<file path="src/rtl/registro_historial_pkg.sv">
// Shared defaults and derived widths for the history register and its users.
package reg_pkg;
    localparam int PROFUNDIDAD_DEF = 32;
    localparam int ANCHO_DEF       = 16;

    // Index width for a given depth; a depth of 1 still needs a 1-bit address.
    function automatic int idx_w(input int prof);
        return (prof > 1) ? $clog2(prof) : 1;
    endfunction

    localparam int IDX_W_DEF = idx_w(PROFUNDIDAD_DEF);
    localparam int CNT_W_DEF = IDX_W_DEF + 1;
endpackage

</file>
<file path="src/rtl/registro_historial_if.sv">
// Bus bundle between a history-register client (master) and registro_historial (slave).
interface registro_historial_if
    import reg_pkg::*;
#(
    parameter int PROFUNDIDAD = PROFUNDIDAD_DEF,
    parameter int ANCHO       = ANCHO_DEF
);
    localparam int IW = idx_w(PROFUNDIDAD);
    localparam int CW = IW + 1;

    // Strobe semantics: REGiniciar/leer_ahora are sampled on every rising edge
    // they are high; there is no ready/backpressure. valor_leer_listo is a
    // one-cycle valid pulse for leer_data, exactly two cycles after leer_ahora.
    logic             REGiniciar;
    logic [ANCHO-1:0] nuevo_dato;
    logic             borrar;
    logic             leer_ahora;
    logic [IW-1:0]    leer_index;
    logic [ANCHO-1:0] leer_data;
    logic             valor_leer_listo;
    logic [IW-1:0]    REGposicion;
    logic [CW-1:0]    REGContador;
    logic             REGlleno;
    logic             REGdesborde;

    modport master (
        output REGiniciar, nuevo_dato, borrar, leer_ahora, leer_index,
        input  leer_data, valor_leer_listo, REGposicion, REGContador, REGlleno, REGdesborde
    );

    modport slave (
        input  REGiniciar, nuevo_dato, borrar, leer_ahora, leer_index,
        output leer_data, valor_leer_listo, REGposicion, REGContador, REGlleno, REGdesborde
    );
endinterface

</file>
<file path="src/rtl/registro_historial_ram.sv">
// Simple dual-port storage: one synchronous write, one synchronous read, no reset.
module ram_historial
    import reg_pkg::*;
#(
    parameter int DEPTH = PROFUNDIDAD_DEF,
    parameter int WIDTH = ANCHO_DEF,
    parameter int AW    = idx_w(DEPTH)
) (
    input  logic             clk,
    input  logic             i_we,
    input  logic [AW-1:0]    i_waddr,
    input  logic [WIDTH-1:0] i_wdata,
    input  logic [AW-1:0]    i_raddr,
    output logic [WIDTH-1:0] o_rdata
);
    logic [WIDTH-1:0] r_mem [DEPTH];
    logic [WIDTH-1:0] r_rdata;

    // Nonblocking read and write on the same edge gives read-before-write.
    always_ff @(posedge clk) begin
        if (i_we) begin
            r_mem[i_waddr] <= i_wdata;
        end
        r_rdata <= r_mem[i_raddr];
    end

    assign o_rdata = r_rdata;
endmodule

</file>
<file path="src/rtl/registro_historial.sv">
// Circular history of the last PROFUNDIDAD words with random-access, two-cycle reads.
module registro_historial
    import reg_pkg::*;
#(
    parameter int PROFUNDIDAD = PROFUNDIDAD_DEF,
    parameter int ANCHO       = ANCHO_DEF
) (
    input  logic                clk,
    input  logic                reset,
    registro_historial_if.slave bus
);
    localparam int IW = idx_w(PROFUNDIDAD);
    localparam int CW = IW + 1;

    logic [IW-1:0]          r_pos;
    logic [CW-1:0]          r_cnt;
    logic                   r_desborde;
    logic [PROFUNDIDAD-1:0] r_vld;
    logic                   r_rd_v1;
    logic                   r_rd_bit;
    logic                   r_listo;
    logic [ANCHO-1:0]       r_data;

    logic                   w_wr_en;
    logic                   w_lleno;
    logic [ANCHO-1:0]       w_ram_q;

    assign w_wr_en = bus.REGiniciar & ~bus.borrar;
    assign w_lleno = (r_cnt == CW'(PROFUNDIDAD));

    // Stage 1 of the read is the RAM's own output register, so the word is
    // fetched on the same edge that samples the request (pre-write content).
    ram_historial #(
        .DEPTH (PROFUNDIDAD),
        .WIDTH (ANCHO),
        .AW    (IW)
    ) u_ram (
        .clk     (clk),
        .i_we    (w_wr_en),
        .i_waddr (r_pos),
        .i_wdata (bus.nuevo_dato),
        .i_raddr (bus.leer_index),
        .o_rdata (w_ram_q)
    );

    always_ff @(posedge clk or negedge reset) begin
        if (!reset) begin
            r_pos      <= '0;
            r_cnt      <= '0;
            r_desborde <= 1'b0;
            r_vld      <= '0;
            r_rd_v1    <= 1'b0;
            r_rd_bit   <= 1'b0;
            r_listo    <= 1'b0;
            r_data     <= '0;
        end else if (bus.borrar) begin
            // Clear drops the same-cycle write and squashes every in-flight read.
            r_pos      <= '0;
            r_cnt      <= '0;
            r_desborde <= 1'b0;
            r_vld      <= '0;
            r_rd_v1    <= 1'b0;
            r_listo    <= 1'b0;
        end else begin
            if (bus.REGiniciar) begin
                r_vld[r_pos] <= 1'b1;
                r_pos        <= r_pos + IW'(1);
                if (w_lleno) begin
                    r_desborde <= 1'b1;
                end else begin
                    r_cnt <= r_cnt + CW'(1);
                end
            end
            r_rd_v1  <= bus.leer_ahora;
            r_rd_bit <= r_vld[bus.leer_index];
            r_listo  <= r_rd_v1;
            if (r_rd_v1) begin
                r_data <= r_rd_bit ? w_ram_q : '0;
            end
        end
    end

    assign bus.leer_data        = r_data;
    assign bus.valor_leer_listo = r_listo;
    assign bus.REGposicion      = r_pos;
    assign bus.REGContador      = r_cnt;
    assign bus.REGlleno         = w_lleno;
    assign bus.REGdesborde      = r_desborde;
endmodule

</file>
<file path="src/flat_wrapper.sv">
// flat-port wrapper written by rule: the top's interface ports become plain ports
module registro_historial_flat import reg_pkg::*;
#(
    parameter int PROFUNDIDAD = PROFUNDIDAD_DEF,
    parameter int ANCHO       = ANCHO_DEF
)
  (clk, reset, bus_REGiniciar, bus_nuevo_dato, bus_borrar, bus_leer_ahora, bus_leer_index, bus_leer_data, bus_valor_leer_listo, bus_REGposicion, bus_REGContador, bus_REGlleno, bus_REGdesborde);
  registro_historial_if #(.PROFUNDIDAD(PROFUNDIDAD), .ANCHO(ANCHO)) bus_i ();
  input  logic clk;
  input  logic reset;
  input wire logic [$bits(bus_i.REGiniciar)-1:0] bus_REGiniciar;
  input wire logic [$bits(bus_i.nuevo_dato)-1:0] bus_nuevo_dato;
  input wire logic [$bits(bus_i.borrar)-1:0] bus_borrar;
  input wire logic [$bits(bus_i.leer_ahora)-1:0] bus_leer_ahora;
  input wire logic [$bits(bus_i.leer_index)-1:0] bus_leer_index;
  output wire logic [$bits(bus_i.leer_data)-1:0] bus_leer_data;
  output wire logic [$bits(bus_i.valor_leer_listo)-1:0] bus_valor_leer_listo;
  output wire logic [$bits(bus_i.REGposicion)-1:0] bus_REGposicion;
  output wire logic [$bits(bus_i.REGContador)-1:0] bus_REGContador;
  output wire logic [$bits(bus_i.REGlleno)-1:0] bus_REGlleno;
  output wire logic [$bits(bus_i.REGdesborde)-1:0] bus_REGdesborde;
  assign bus_i.REGiniciar = bus_REGiniciar;
  assign bus_i.nuevo_dato = bus_nuevo_dato;
  assign bus_i.borrar = bus_borrar;
  assign bus_i.leer_ahora = bus_leer_ahora;
  assign bus_i.leer_index = bus_leer_index;
  assign bus_leer_data = bus_i.leer_data;
  assign bus_valor_leer_listo = bus_i.valor_leer_listo;
  assign bus_REGposicion = bus_i.REGposicion;
  assign bus_REGContador = bus_i.REGContador;
  assign bus_REGlleno = bus_i.REGlleno;
  assign bus_REGdesborde = bus_i.REGdesborde;
  registro_historial #(.PROFUNDIDAD(PROFUNDIDAD), .ANCHO(ANCHO)) u_core (.clk(clk), .reset(reset), .bus(bus_i));
endmodule
</file>
<file path="config.mk">
export PLATFORM = sky130hd
export DESIGN_NAME = registro_historial_flat
export DESIGN_NICKNAME = d
export VERILOG_FILES = /design/src/rtl/registro_historial_pkg.sv /design/src/rtl/registro_historial_if.sv /design/src/rtl/registro_historial_ram.sv /design/src/rtl/registro_historial.sv /design/src/flat_wrapper.sv
export SDC_FILE = /design/constraint.sdc
export NUM_CORES = 1
export LEC_CHECK = 0
export CORE_MARGIN = 2
export CORE_UTILIZATION = 25
export DETAILED_ROUTE_END_ITERATION = 10
export MAX_ROUTING_LAYER = met4
export PLACE_DENSITY_LB_ADDON = 0.15
export SLEW_MARGIN = 20
export SYNTH_ARGS = -nofsm -noshare
export SYNTH_HDL_FRONTEND = slang
export SYNTH_SLANG_ARGS = --single-unit
</file>
<file path="constraint.sdc">
create_clock -name clk -period 2.8 [get_ports clk]
set_clock_uncertainty 0.05 [all_clocks]
set_input_delay 0.42 -clock clk [delete_from_list [all_inputs] [get_ports clk]]
set_output_delay 0.42 -clock clk [all_outputs]
set_load 0.02 [all_outputs]
</file>
* Word level (Yosys, flattened, before mapping)
Memory sizes are Yosys's and may differ from the RTL's. A register that Yosys moved wholly into a read port is not among the register bits.
Cells that the tools add are included.
** Storage, ports and cells
- Register bits :: 63
- RAM bits :: 512
- Input port bits :: 26
- Word-level logic and storage cells :: 44
- Memories kept :: 1
** Operators by class
- Add/subtract/negate cells :: 2
- Magnitude comparators :: 3
- Eq/ne operators :: 2
- Mux-type cells :: 19
- Bitwise gates (word level) :: 3
- Reductions and logical operators :: 6
** Memories
- u_core.u_ram.r_mem :: depth 32, width 16, rd ports 1, clocked after memory_dff 1, wr ports 1, RTL line registro_historial_ram.sv:16 : logic [WIDTH-1:0] r_mem [DEPTH];
** Operators with widths (count)
- 32-bit two-way mux :: 2
- 32-bit OR :: 1
- 6-bit two-way mux :: 3
- 16-bit two-way mux :: 1
- 5-bit by 6-bit < comparator with 1-bit output, second input constant :: 2
- 5-bit two-way mux :: 2
- 1-bit two-way mux :: 9
- 6-bit by 1-bit adder with 6-bit output, second input constant :: 1
- 6-bit equality test, second input constant :: 1
- 2-bit AND reduction :: 3
- 5-bit by 1-bit adder with 5-bit output, second input constant :: 1
- 1-bit binary-select mux with 5-bit select :: 1
- 1-bit demux with 5-bit select :: 1
- 5-bit by 1-bit >= comparator with 1-bit output, second input constant :: 1
- 2-bit nonzero test :: 2
- 2-bit != test, second input constant :: 1
- 1-bit AND :: 1
- 1-bit logical AND :: 1
- 1-bit NOT :: 1

* Longest topological paths before layout
- Depth after elaboration :: 7
- Depth in mapped cells :: 9
- Gate-level depth less buffers :: 7

* Cells and area by module
A second synthesis with hierarchy kept.
** Unflattened totals
- Cells, all modules :: 1422
- Area total of the unflattened synthesis :: 23427.5 um2
** By module, submodules not included
- ram_historial :: instances 1, cells an instance 1143, area each 20535.9 um2
- registro_historial :: instances 1, cells an instance 279, area each 2891.5 um2

* Worst setup path before layout
Ideal clock, no wire load.
- Path type :: register -> register
- Start point :: register u_core.r_pos[3], in the netlist u_core.bus.REGposicion[3]
- End point :: memory u_core.u_ram.r_mem[10][0] in the netlist's numbering (enable)
- Setup time :: 390 ps
- Arrival :: 1965 ps
- Data required time :: 2360 ps
- Path slack :: 395 ps
- Cell stages (with the launch flop) :: 4
- Buffers on the path :: 1
- Clock period less this slack :: 2405 ps
- Cells stage by stage :: dfrtp_1 -> clkbuf_1 -> or3b_2 -> nor2_1
** RTL lines
- start: declaration :: RTL line registro_historial.sv:15 : logic [IW-1:0] r_pos;
- start signal: assignment :: RTL line registro_historial.sv:67 : r_pos <= r_pos + IW'(1);
- end: declaration :: RTL line registro_historial_ram.sv:16
Straight into the memory's write port.

* Worst setup path in the final report
- Start point :: register u_core.r_cnt[0], in the netlist u_core.bus.REGContador[0]
- End point :: output bus_REGlleno
** Between the ends
- Cells in the longest elaborated chain, start to end :: 1
** RTL lines
- start: declaration :: RTL line registro_historial.sv:16 : logic [CW-1:0] r_cnt;
- start signal: assignment :: RTL line registro_historial.sv:71 : r_cnt <= r_cnt + CW'(1);
- 6-bit equality test :: RTL line registro_historial.sv:29 : assign w_lleno = (r_cnt == CW'(PROFUNDIDAD));
- end: declaration :: RTL line flat_wrapper.sv:20 : output wire logic [$bits(bus_i.REGlleno)-1:0] bus_REGlleno;
No other way between the ends.

==> summary.txt <==
Drt drc = 0
Maximum VDD drop = 383.4 uV
Core area = 0.08974 mm^2
Period utilisation layout = 91.39%
Setup_tns = 0 ps
Syn_nets = 1,077
Worst-path fanout max = 4
Vias per cell = 4.397
Drt wl/cell = 24.42 um
Synth async-reset ratio = 10.66%
DIE HEIGHT = 304.6 um
Max clock buf depth = 3
Initial antenna violation count = 1
GPL Wtd Cong = 0.7256
Total track usage = 13.32%
Share of cells above drive strength 1 = 31.96%
IO Pins = 56
Vias post-DR = 10,700
Hold/Removal Path Class = primary input to flip-flop
Final Max Tran Viols = 0
Std-Cell Rows = 110
RSZ-0062 raised after global routing = false
Leak pwr = 9.204 nW
DIE AREA = 0.09276 mm^2
# port buffers = 55
CTS H-tree depth = 3
Post-Synthesis Cells = 1,045
Hold Path Stages = 2
CTS Buf Count = 67
Post-route insts no fill = 2,434
Post-synth top cells = 512 x edfxtp_1, 160 x mux4_2, 63 x dfrtp_1
Synth area leader = edfxtp_1
Synth Area per Inst = 21.61 um^2
Placed cell count = 2,314
Post-layout min period = 2559 ps
Setup crit end kind = primary output
Ys Warns = 0
Register-to-Register Setup Slack = 760 ps
Starting density of the core = 25.17%
F_max = 390.8 MHz
Worst Path Arrival = 2090 ps
Most numerous cell in the Yosys netlist = edfxtp_1
Layout fillers = 8,647
Final ANT Viol Nets = 0
Clock transition at the registers of the reported paths = 50 ps
Post-synth EDFFs = 512
CTS tree = built
Worst r2r path cells = 3
Clock root cell = clkbuf_16
Startpoint Class = flip-flop
Final hold viol count = 0
Status = finished, final reports clean
Ranking of synthesized cells by area = edfxtp_1 68%, mux4_2 16%, dfrtp_1 7.0%, dfxtp_1 1.4%, a21o_1 0.93%
Prevailing post-synth register cell = edfxtp_1
First-pass GRT wire length = 86,110 um
1st-pass router iterations = 4
Register Area = 0.01727 mm^2
Area grow syn2layout = 22.25%
Final hold slack = 356.9 ps
Post-synthesis sequential area ratio = 76.47%
Multi-input gate area in the final layout = 0.005082 mm^2
DPL Wire Length = 35,910 um
Yosys reg bits = 591
Final setup violating endpoints = 0
Initial DRC count = 758
Tightest Pin Transition = 952.0 ps
Clock Latency Late Sink = 610 ps
GR Overflow Total = 0
Mapped cell area = 0.02259 mm^2
Vias in the first global route = 11,700
Max-cap violations = 0
DRT Wirelength = 59,430 um
CP Data Required Time = 2330 ps
Worst setup path class = flip-flop to primary output
Total chip power = 0.01907 W
Top-area cell type share of the netlist area = 68.07%
Die Width = 304.6 um
Power per Cell Area = 690.7 mW/mm^2
Largest net degree at the start of global routing = 64
Inserted Diodes = 0
Worst slew margin = 36.53%
Synth cell types = 38
Final nets = 1,240
Clk sinks = 591
==> state kept, by name, summed over array words and instances, names as in the netlist, 5 cells and up <==
register / count
u_core.u_ram.o_rdata: 16
u_core.bus.REGposicion: 5
u_core.r_vld: 32
u_core.u_ram.r_mem: 512
u_core.bus.REGContador: 6
u_core.bus.leer_data: 16
==> routing by layer <==
metal	track usage (%)	vias up	share of wire, %
met3	2.058	80	3.2
met2	20.32	198	47
met4	3.477	0	1.9
met5	-	-	0
li1	-	4614	-
met1	18.60	5810	48
==> metrics by stage <==
stage          instance area [um^2]  utilization (%)  setup slack (ps)
3_5_place_dp                  25570            28.50             279.3
6_report                      27610            30.77             241.2
3_3_place_gp                  25570            28.50             308.8
5_1_grt                       27610            30.77             119.7
2_1_floorplan                 22590                -             395.3
4_1_cts                       27620            30.77             39.69
==> cells by family after synthesis <==
kind of cell	count (synthesis)	synth area share, %
AO/OA/AOI/OAI	64	1.878
XOR/XNOR	9	0.3490
adder cells (fa/ha/maj)	6	0.3324
buffers and inverters	68	1.379
flip-flops	591	76.47
multiplexers	189	17.33
AND/OR/NAND/NOR	118	2.260
==> worst max-delay path: stages, from the launching register on <==
cell and delay (ps):
dfrtp_1 420, inv_1 110, ha_1 160, nand2_1 40, or4_1 480, inv_1 110
clkbuf_2 170
==> final timing paths <==
check	start	endpoint
worst max-delay path	u_core.bus.REGContador[0]$_DFFE_PN0P_	bus_REGlleno
worst min-delay path	bus_leer_ahora	u_core.r_rd_v1$_DFF_PN0_
worst max register to register	u_core.bus.REGposicion[4]$_DFFE_PN0P_	u_core.u_ram.r_mem[5][2]$_DFFE_PP_
worst min register to register	u_core.u_ram.o_rdata[6]$_DFF_P_	u_core.bus.leer_data[6]$_DFFE_PN0P_
max in group asynchronous	reset	u_core.bus.valor_leer_listo$_DFF_PN0_
min in group asynchronous	reset	u_core.bus.REGContador[1]$_DFFE_PN0P_
==> area by class of cell <==
type	count	area share (%)
Timing Repair Buffer	151	6.204
Inverter	11	0.1495
Tap cell	1176	5.329
Clock buffer	97	6.734
Clock inverter	22	0.6253
Multi-Input combinational cell	386	18.41
Sequential cell	591	62.55
==> cells in the final DEF (no fill, tap or decap), types with 3 or more instances in the layout <==
cell type / synthesis / layout
inv_6: 0 / 3
o21ai_0: 16 / 16
nand2_1: 48 / 48
o211ai_1: 4 / 4
nand4_1: 4 / 4
ha_1: 6 / 6
o22ai_1: 4 / 4
mux2i_1: 13 / 13
edfxtp_1: 512 / 512
buf_4: 9 / 60
nand3_1: 4 / 4
clkinv_2: 0 / 10
clkdlybuf4s50_1: 0 / 49
xor2_1: 7 / 7
clkinv_1: 0 / 5
mux4_2: 160 / 160
clkbuf_8: 0 / 7
a21oi_1: 5 / 5
mux2_2: 16 / 16
nor2_2: 0 / 32
nor2_1: 46 / 14
dfrtp_1: 63 / 63
clkbuf_1: 34 / 23
nand3b_1: 3 / 3
clkbuf_16: 0 / 67
buf_12: 0 / 36
inv_1: 11 / 11
a21o_1: 28 / 28
nor2b_1: 4 / 4
dfxtp_1: 16 / 16
a22oi_1: 3 / 3
==> where the power goes <==
part           switching (W)  internal, W  leakage [nW]  total (W)
Combinational       0.000595     0.000490          2.61    0.00108
Clock                0.00349      0.00473         0.998    0.00822
Sequential         0.0000784      0.00968          5.60    0.00976
Total                0.00416       0.0149          9.20     0.0191
==> repair_timing <==
action,4_1_cts,5_1_grt
hold endpoints to repair,63,0
hold buffers,1,0
buffers inserted,0,0
setup endpoints to repair,1,1
gates resized for setup,1,2
pin swaps,0,0
Power figures use the tool's default switching activity.
